--- src/rtl/cluster_periph_router_pkg.sv ---
// Shared types and constants for the cluster peripheral router.
// Address rules are {base, mask} pairs, with base in the upper 32 bits.
package cluster_periph_router_pkg;

    typedef struct packed {
        logic [31:0] base;
        logic [31:0] mask;
    } addr_rule_t;

    localparam logic [31:0] PERIPH_ERR_RDATA = 32'hDEADB33F;

endpackage

--- src/rtl/cluster_periph_router_id_fifo.sv ---
// Id FIFO for the cluster peripheral router: holds the ids of in-flight transactions.
// A push and a pop in the same cycle are both accepted, including when the FIFO is full.
module cluster_periph_id_fifo #(
    parameter int WIDTH = 9,
    parameter int DEPTH = 4
) (
    input  logic             clk_i,
    input  logic             rst_i,
    input  logic             push_i,
    input  logic [WIDTH-1:0] data_i,
    input  logic             pop_i,
    output logic [WIDTH-1:0] head_o,
    output logic             empty_o,
    output logic             full_o
);

    localparam int AW = $clog2(DEPTH);

    logic [WIDTH-1:0] r_mem [DEPTH];
    logic [AW:0]      r_wptr;
    logic [AW:0]      r_rptr;
    logic             w_do_push;
    logic             w_do_pop;

    assign empty_o   = (r_wptr == r_rptr);
    assign full_o    = (r_wptr[AW] != r_rptr[AW]) && (r_wptr[AW-1:0] == r_rptr[AW-1:0]);
    assign head_o    = r_mem[r_rptr[AW-1:0]];
    assign w_do_pop  = pop_i && !empty_o;
    assign w_do_push = push_i && (!full_o || w_do_pop);

    always_ff @(posedge clk_i) begin
        if (rst_i) begin
            r_wptr <= '0;
            r_rptr <= '0;
        end else begin
            if (w_do_push) r_wptr <= r_wptr + 1'b1;
            if (w_do_pop)  r_rptr <= r_rptr + 1'b1;
        end
    end

    // Storage needs no reset; the pointers define what is valid.
    always_ff @(posedge clk_i) begin
        if (w_do_push) r_mem[r_wptr[AW-1:0]] <= data_i;
    end

endmodule

--- src/rtl/cluster_periph_router.sv ---
// Peripheral-bus router: one slave port fanned out to NB_TARGETS masters, in-order responses.
// Optional watchdog/flush enabled by defining CLUSTER_PERIPH_ROUTER_TIMEOUT_EN.
module cluster_periph_router
    import cluster_periph_router_pkg::*;
#(
    parameter int NB_TARGETS      = 4,
    parameter int ID_WIDTH        = 9,
    parameter int MAX_OUTSTANDING = 4,
    parameter int TIMEOUT_CYCLES  = 256
) (
    input  logic                           clk_i,
    input  logic                           rst_i,
    input  logic [NB_TARGETS*64-1:0]       addr_rule_i,
    input  logic                           slv_req_i,
    input  logic [31:0]                    slv_add_i,
    input  logic                           slv_wen_i,
    input  logic [31:0]                    slv_wdata_i,
    input  logic [3:0]                     slv_be_i,
    input  logic [ID_WIDTH-1:0]            slv_id_i,
    output logic                           slv_gnt_o,
    output logic                           slv_r_valid_o,
    output logic                           slv_r_opc_o,
    output logic [ID_WIDTH-1:0]            slv_r_id_o,
    output logic [31:0]                    slv_r_rdata_o,
    output logic [NB_TARGETS-1:0]          mst_req_o,
    output logic [31:0]                    mst_add_o,
    output logic                           mst_wen_o,
    output logic [31:0]                    mst_wdata_o,
    output logic [3:0]                     mst_be_o,
    output logic [ID_WIDTH-1:0]            mst_id_o,
    input  logic [NB_TARGETS-1:0]          mst_gnt_i,
    input  logic [NB_TARGETS-1:0]          mst_r_valid_i,
    input  logic [NB_TARGETS-1:0]          mst_r_opc_i,
    input  logic [NB_TARGETS*ID_WIDTH-1:0] mst_r_id_i,
    input  logic [NB_TARGETS*32-1:0]       mst_r_rdata_i,
    input  logic                           clr_status_i,
    output logic                           spurious_rsp_o,
    output logic                           timeout_o
);

    localparam int TW = $clog2(NB_TARGETS + 1);
    localparam int CW = $clog2(MAX_OUTSTANDING + 1);
    localparam logic [TW-1:0] ERR_TGT = TW'(NB_TARGETS);

    logic [TW-1:0]       r_cur_tgt;
    logic [CW-1:0]       r_cnt;
    logic                r_err_valid;
    logic                r_spurious;
    logic [TW-1:0]       w_sel;
    logic                w_sel_err;
    logic                w_tgt_gnt;
    logic                w_can_issue;
    logic                w_push;
    logic                w_pop;
    logic                w_cur_valid;
    logic                w_cur_opc;
    logic [ID_WIDTH-1:0] w_cur_id;
    logic [31:0]         w_cur_rdata;
    logic                w_other_valid;
    logic                w_live;
    logic                w_fwd;
    logic                w_spurious_set;
    logic                w_flushing;
    logic                w_flush_rsp;
    logic [ID_WIDTH-1:0] w_head;
    logic                w_empty;
    logic                w_full;

    // Lowest matching rule wins, so scan from the top down.
    always_comb begin
        addr_rule_t rule;
        w_sel = ERR_TGT;
        for (int t = NB_TARGETS - 1; t >= 0; t--) begin
            rule = addr_rule_i[t*64 +: 64];
            if ((slv_add_i & rule.mask) == rule.base) w_sel = TW'(t);
        end
    end

    assign w_sel_err = (w_sel == ERR_TGT);

    always_comb begin
        w_tgt_gnt = w_sel_err;
        mst_req_o = '0;
        for (int t = 0; t < NB_TARGETS; t++) begin
            if (w_sel == TW'(t)) begin
                w_tgt_gnt    = mst_gnt_i[t];
                mst_req_o[t] = slv_req_i && w_can_issue;
            end
        end
    end

    // The FIFO is full exactly when cnt == MAX_OUTSTANDING.
    assign w_can_issue = ((r_cnt == '0) || ((w_sel == r_cur_tgt) && !w_full)) && !w_flushing;
    assign w_push      = slv_req_i && w_can_issue && w_tgt_gnt;
    assign slv_gnt_o   = w_push;

    assign mst_add_o   = slv_add_i;
    assign mst_wen_o   = slv_wen_i;
    assign mst_wdata_o = slv_wdata_i;
    assign mst_be_o    = slv_be_i;
    assign mst_id_o    = slv_id_i;

    always_comb begin
        w_cur_valid   = 1'b0;
        w_cur_opc     = 1'b0;
        w_cur_id      = '0;
        w_cur_rdata   = '0;
        w_other_valid = 1'b0;
        for (int t = 0; t < NB_TARGETS; t++) begin
            if (r_cur_tgt == TW'(t)) begin
                w_cur_valid = mst_r_valid_i[t];
                w_cur_opc   = mst_r_opc_i[t];
                w_cur_id    = mst_r_id_i[t*ID_WIDTH +: ID_WIDTH];
                w_cur_rdata = mst_r_rdata_i[t*32 +: 32];
            end else if (mst_r_valid_i[t]) begin
                w_other_valid = 1'b1;
            end
        end
    end

    // A response with the wrong id still retires the head entry.
    assign w_live         = (r_cnt != '0) && !w_flushing;
    assign w_fwd          = w_cur_valid && w_live && (w_cur_id == w_head);
    assign w_spurious_set = w_other_valid || (w_cur_valid && !w_fwd);
    assign w_flush_rsp    = w_flushing && !w_empty && !r_err_valid;
    assign w_pop          = (w_cur_valid && w_live) || r_err_valid || w_flush_rsp;

    always_comb begin
        slv_r_valid_o = w_fwd || r_err_valid || w_flush_rsp;
        slv_r_opc_o   = 1'b0;
        slv_r_id_o    = '0;
        slv_r_rdata_o = '0;
        if (w_fwd) begin
            slv_r_opc_o   = w_cur_opc;
            slv_r_id_o    = w_cur_id;
            slv_r_rdata_o = w_cur_rdata;
        end else if (r_err_valid || w_flush_rsp) begin
            slv_r_opc_o   = 1'b1;
            slv_r_id_o    = w_head;
            slv_r_rdata_o = PERIPH_ERR_RDATA;
        end
    end

    always_ff @(posedge clk_i) begin
        if (rst_i) begin
            r_cnt       <= '0;
            r_cur_tgt   <= '0;
            r_err_valid <= 1'b0;
            r_spurious  <= 1'b0;
        end else begin
            if (w_push && !w_pop)      r_cnt <= r_cnt + CW'(1);
            else if (!w_push && w_pop) r_cnt <= r_cnt - CW'(1);
            if (w_push) r_cur_tgt <= w_sel;
            r_err_valid <= w_push && w_sel_err;
            if (w_spurious_set)    r_spurious <= 1'b1;
            else if (clr_status_i) r_spurious <= 1'b0;
        end
    end

    assign spurious_rsp_o = r_spurious;

`ifdef CLUSTER_PERIPH_ROUTER_TIMEOUT_EN
    localparam int WW = $clog2(TIMEOUT_CYCLES + 1);

    logic [WW-1:0] r_wdog;
    logic          r_flushing;
    logic          w_wdog_run;
    logic          w_expire;

    // Down-counter reloaded whenever the target makes progress or nothing is pending.
    assign w_wdog_run = (r_cnt != '0) && !r_flushing && !w_pop;
    assign w_expire   = w_wdog_run && (r_wdog == WW'(1));
    assign w_flushing = r_flushing;
    assign timeout_o  = w_expire;

    always_ff @(posedge clk_i) begin
        if (rst_i) begin
            r_wdog     <= WW'(TIMEOUT_CYCLES);
            r_flushing <= 1'b0;
        end else begin
            if (!w_wdog_run || w_expire) r_wdog <= WW'(TIMEOUT_CYCLES);
            else                         r_wdog <= r_wdog - WW'(1);
            if (w_expire)                                        r_flushing <= 1'b1;
            else if (r_flushing && w_pop && (r_cnt == CW'(1)))   r_flushing <= 1'b0;
        end
    end
`else
    assign w_flushing = 1'b0;
    assign timeout_o  = 1'b0;
`endif

    cluster_periph_id_fifo #(
        .WIDTH (ID_WIDTH),
        .DEPTH (MAX_OUTSTANDING)
    ) u_id_fifo (
        .clk_i   (clk_i),
        .rst_i   (rst_i),
        .push_i  (w_push),
        .data_i  (slv_id_i),
        .pop_i   (w_pop),
        .head_o  (w_head),
        .empty_o (w_empty),
        .full_o  (w_full)
    );

endmodule

--- config.mk ---
export PLATFORM = sky130hd
export DESIGN_NAME = cluster_periph_router
export DESIGN_NICKNAME = d
export VERILOG_FILES = /design/src/rtl/cluster_periph_router_pkg.sv /design/src/rtl/cluster_periph_router_id_fifo.sv /design/src/rtl/cluster_periph_router.sv
export SDC_FILE = /design/constraint.sdc
export NUM_CORES = 1
export LEC_CHECK = 0
export ABC_AREA = 1
export BUFFER_PORTS_ARGS = -buffer_cell sky130_fd_sc_hd__buf_2
export CAP_MARGIN = 20
export CORE_AREA = 2 2 248 250
export CTS_CLUSTER_SIZE = 16
export DETAILED_ROUTE_END_ITERATION = 8
export DIE_AREA = 0 0 250 252
export HOLD_SLACK_MARGIN = 0.02
export PLACE_DENSITY_LB_ADDON = 0.12
export SYNTH_ARGS = -nofsm -noshare
export SYNTH_HDL_FRONTEND = slang
export SYNTH_SLANG_ARGS = --single-unit
--- constraint.sdc ---
create_clock -name clk_i -period 5.63 [get_ports clk_i]
set_clock_uncertainty 0.15 [all_clocks]
set_input_delay 1.126 -clock clk_i [delete_from_list [all_inputs] [get_ports clk_i]]
set_output_delay 1.126 -clock clk_i [all_outputs]
set_load 0.01 [all_outputs]
# After elaboration in Yosys (flattened, before gate mapping)
# Memory sizes are Yosys's and may differ from the RTL's. A register that Yosys moved wholly into a read port is not among the register bits.
# Cells that the tools add are included.
# totals
elab_cells	109
mem_count	1
ff_bits	14
out_inout_bits	128
ram_bits	36
input_bits	514
# classes
addsub	4
mux	50
n_reduce_logical	28
bitwise	4
n_eq_ne	16
# memory_table
memory	depth	width	read_ports	rd_ports_with_merged_regs	write_ports	line	text
u_id_fifo.r_mem	4	9	1	1	1	cluster_periph_router_id_fifo.sv:19	logic [WIDTH-1:0] r_mem [DEPTH];
# op_table
operator	n
32-bit 2-to-1 mux	6
32-bit AND	4
32-bit equality test	4
9-bit 2-to-1 mux	6
1-bit 2-to-1 mux	30
3-bit 2-to-1 mux	6
3-bit by 2-bit equality test with 1-bit output (second input constant)	4
1-bit logical AND	12
3-bit by 1-bit adder with 3-bit output (second input constant)	3
9-bit equality test	1
3-bit logical NOT	3
3-bit by 1-bit equality test with 1-bit output (second input constant)	2
3-bit equality test	2
1-bit logical NOT	5
1-bit logical OR	5
2-bit 2-to-1 mux	2
2-bit nonzero test	2
3-bit equality test (second input constant)	1
3-bit nonzero test	1
3-bit by 1-bit subtractor with 3-bit output (second input constant)	1
2-bit equality test	1
1-bit inequality test	1

# Longest topological paths before layout
# depth
ltp_word	16
mapped_depth	24
depth_no_buf	23

# Cells and area by module
# Synthesis repeated with hierarchy kept, for this count alone.
# unflattened
hier_cells	1511
hier_area_um2	7938.9
# by_module_without_submodules
mod	area_each_um2	instances	seq_area_each_um2	cells_each
cluster_periph_router	6145.9	1	160.2	1359
cluster_periph_id_fifo	1793.0	1	1241.2	152

# Worst setup path before layout
# OpenSTA, ideal clock, no wires.
# synth_path
path_type	input -> output
from	input port slv_add_i[16]
to	output port mst_req_o[3]
t_required_ns	4.354
stages	17
path_slack_ns	1.601
arrival_ns	2.753
n_path_buf	1
cell_sequence	buf_2 -> nand2_1 -> nand2_1 -> nand2_1 -> nor2_1 -> nand2_1 -> nor2_1 -> nand2_1 -> nor2_1 -> nand2_1 -> nand2_1 -> nand3_1 -> nand2_1 -> nand3_1 -> a21oi_1 -> inv_1 -> nor3_1
# synth_between
elab_chain_cells	11
word_cells_on_any_way	18
classes_between	eq/ne: 6; mux: 5; bitwise: 4; reduce/logical: 3
# synth_lines
element	line	text
start: declaration	cluster_periph_router.sv:15	input logic [31:0] slv_add_i,
32-bit AND	cluster_periph_router.sv:75	if ((slv_add_i & rule.mask) == rule.base) w_sel = TW'(t);
32-bit equality test	cluster_periph_router.sv:75	
3-bit 2-to-1 mux (3 in a row)	cluster_periph_router.sv:75	
3-bit 2-to-1 mux (*)	cluster_periph_router.sv:75	
3-bit equality test	cluster_periph_router.sv:93	assign w_can_issue = ((r_cnt == '0) || ((w_sel == r_cur_tgt) && !w_full)) && !w_flushing;
1-bit logical AND	cluster_periph_router.sv:93	
1-bit logical OR	cluster_periph_router.sv:93	
1-bit logical AND	cluster_periph_router.sv:87	mst_req_o[t] = slv_req_i && w_can_issue;
1-bit 2-to-1 mux (*)	cluster_periph_router.sv:85	if (w_sel == TW'(t)) begin
end: declaration	cluster_periph_router.sv:25	output logic [NB_TARGETS-1:0] mst_req_o,
# Mark *: on every way between the ends. The rest lies on a longest branch, timed or not.

# Final worst setup path
# layout_path
from	input port slv_add_i[19]
to	output port mst_req_o[3]
# The elaborated chain is that of the path after synthesis.

==> impl_results.md <==
- Crit path from: slv_add_i[19]
- Crit path capture: mst_req_o[3]
- Die ar.: 0.06300 sq mm
- Largest net degree at the start of global routing: 39
- Status: finished, final reports clean
- Pwr Density: 224.7 mW/mm^2
- Ports: 642
- Pleak: 5.832 nW
- First-pass GRT wire length: 57570 microns
- Switch share: 47.75%
- Worst Max-Slew Pin Slew: 0.7785 ns
- Post-CTS Setup Bufs: 0
- Required time worst endpoint: 4.35 ns
- FF+latch count, synth: 52
- Initial Utilization: 12.38%
- Post-DRT Antenna Nets: 0
- Initial drt markers: 509
- Post-CTS Resized: 0
- Yosys cell types: 42
- Commonest non-fill, non-tap cell in the layout: buf_2
- Post-route clock period utilization: 85.69%
- Flop pwr share: 22.2%
- # fillers: 6996
- Initial antenna violation count: 14
- Syn nets: 1828
- Most frequent cells in the layout: buf_2, nand2_1, inv_1
- Setup TNS: 0 ns
- Final Setup Violations: 0
- CTS Sinks: 52
- MaxCap Viol Count: 0
- FF-to-FF Start: r_cur_tgt[2]
- Average cell area after synthesis: 5.698 sq um
- Mapped Area: 0.007447 sq mm
- Final WL: 40070 microns
- Worst Setup Start Kind: primary input
- Area grow syn2layout: 43.78%
- Row count: 90
- CTS max path bufs: 2
- Total gr overflow: 0
- Vias in the first global route: 9596
- Critical path peak fanout: 9
- Final nets: 2283
- DR DRC count: 0
- Max_slew headroom: 47.98%
- Register area share after synthesis: 18.82%
- Total track usage: 11.92%
- Flop-to-flop setup slack: 2.51 ns
- Logic pwr share: 64.2%
- Worst VDD drop: 175.3 uV
- R2R depth: 12
- Clock transition at the registers of the reported paths: 0.08 ns
- H-Tree Level Count: 2
- Placed Instances: 2537
- Worst-skew pair later-pin latency: 0.30 ns
- CTS Hold Bufs: 0
- CP arrival: 3.55 ns
- CTS buffer count: 5
- Placer congestion estimate: 0.8301
- Hold WC Path Type: reg -> reg
- Finished Layout Cells: 2554
- Core area: 0.06013 sq mm
- Post-synth top area share: 23.59%
- Clk pwr share: 13.6%
- Fmax: 207.3 MHz
- Minimum clock period: 4.825 ns
- Critical path class: in -> out
- Area leader, netlist: nand2_1
- Yosys warns: 0
- Die Y-Extent: 252 microns
- Crit. End Element: output port
- P_sw: 1.149 mW
- Hold violation count in the final report: 0
- # port buffers: 566
- Unrepaired setup endpoints after global routing: no
- CTS tree: built
- Post-Syn Instances: 1307
- Final HPWL DP: 35120 microns
- Slew Viols, Final: 0
- Width of the die: 250 microns
- Reg-to-reg critical path endpoint: u_id_fifo.r_mem[0][3]
- Via-to-Cell Ratio: 3.875
- Post-DR wirelength/cell: 15.69 microns
- 1st-pass router iterations: 7
- Internal power: 1.257 mW
- Ranking of synthesized cells by area: nand2_1, edfxtp_1, nand3_1
- Vias: 9898
- Clk root buf: clkbuf_16
- Share of cells above drive strength 1: 34.03%
[Yosys cell counts (all sizes together)]
master  count
a21boi      1
a21oi      22
a221oi     23
a22o       29
a22oi      10
a31oi      10
a32oi       1
and3        1
buf       118
clkbuf     15
clkinv      1
conb        1
dfxtp      16
edfxtp     36
fa          1
ha          6
inv       158
nand2     469
nand3     156
nand3b     26
nand4      10
nor2      100
nor3        3
nor4        1
o2111a      1
o21ai      64
o21bai      1
o22ai      13
or2         1
xnor2       5
xor2        8
[sequential cells by signal, summed over array words and instances, names as in the netlist, named ones only]
register,count
r_cnt,3
u_id_fifo.r_mem,36
u_id_fifo.r_wptr,3
u_id_fifo.r_rptr,3
spurious_rsp_o,1
r_cur_tgt,3
r_err_valid,1
[through the flow]
stage          area [sq um]  worst slack (ns)  total power, mW  utilization, %  hold slack [ns]
2_1_floorplan          7447             1.601            1.527               -           0.2952
3_3_place_gp          10530            0.7742            2.104           17.52           0.3204
3_5_place_dp          10530            0.7014            2.106           17.52           0.3246
4_1_cts               10690            0.6987            2.452           17.77           0.3365
5_1_grt               10710            0.3546            2.642           17.80           0.3570
6_report              10710            0.8054            2.406           17.81           0.3306
[worst max-delay path, cell delays in order]
cell	delay, ns
buf_2	0.16
nand2_1	0.09
xor2_1	0.13
nand2_1	0.10
nor2_1	0.18
nand2_1	0.07
nor2_1	0.33
nand2_1	0.15
nand2_1	0.15
o21bai_1	0.08
nor2_1	0.10
nand3_1	0.09
a21oi_1	0.22
inv_1	0.15
nor3_1	0.20
buf_2	0.22
[how the worst min path moves through the flow]
stage                              startpoint                  end  slack, ns  cells past startpoint
after CTS                            r_cnt[2]             r_cnt[2]       0.34                      2
after detailed placement  u_id_fifo.r_rptr[2]  u_id_fifo.r_rptr[2]       0.32                      2
after global placement    u_id_fifo.r_rptr[2]  u_id_fifo.r_rptr[2]       0.32                      2
after global routing      u_id_fifo.r_rptr[2]  u_id_fifo.r_rptr[2]       0.36                      2
final                                r_cnt[2]             r_cnt[2]       0.33                      2
after floorplan                      r_cnt[2]             r_cnt[2]       0.30                      2
[final cells by class]
class / instances / area (sq um) / share of cell area, %
timing repair buffer: 581 / 2945 / 27.51
clock inverter: 3 / 27.53 / 0.2571
antenna: 9 / 22.52 / 0.2103
sequential: 52 / 1401 / 13.09
tap: 782 / 978.4 / 9.138
multi-input combinational: 963 / 4611 / 43.06
inverter: 159 / 596.8 / 5.574
clock buffer: 5 / 125.1 / 1.168
[cell families after synthesis]
| kind of cell | count (synthesis) | synth area share, % |
|---|---|---|
| XOR/XNOR | 13 | 1.529 |
| buffers and inverters | 292 | 19.42 |
| flip-flops | 52 | 18.82 |
| adder cells (fa/ha/maj) | 7 | 1.277 |
| AND/OR/NAND/NOR | 767 | 43.51 |
| other | 1 | 0.05035 |
| AO/OA/AOI/OAI | 175 | 15.39 |
[routing by layer]
layer	GRT usage, %	wire, microns
met5	0	51
met4	3.610	946
met3	2.311	2327
met2	22.59	20680
met1	13.37	16060
[power by group through the flow]
stage	combinational (mW)	clock [mW]	sequential (mW)
global route	1.74	0.356	0.547
floorplan	1.00	0	0.524
detailed placement	1.56	0	0.545
global placement	1.56	0	0.547
finish	1.54	0.327	0.534
CTS	1.57	0.347	0.537
(Power assumes the default switching activity.)
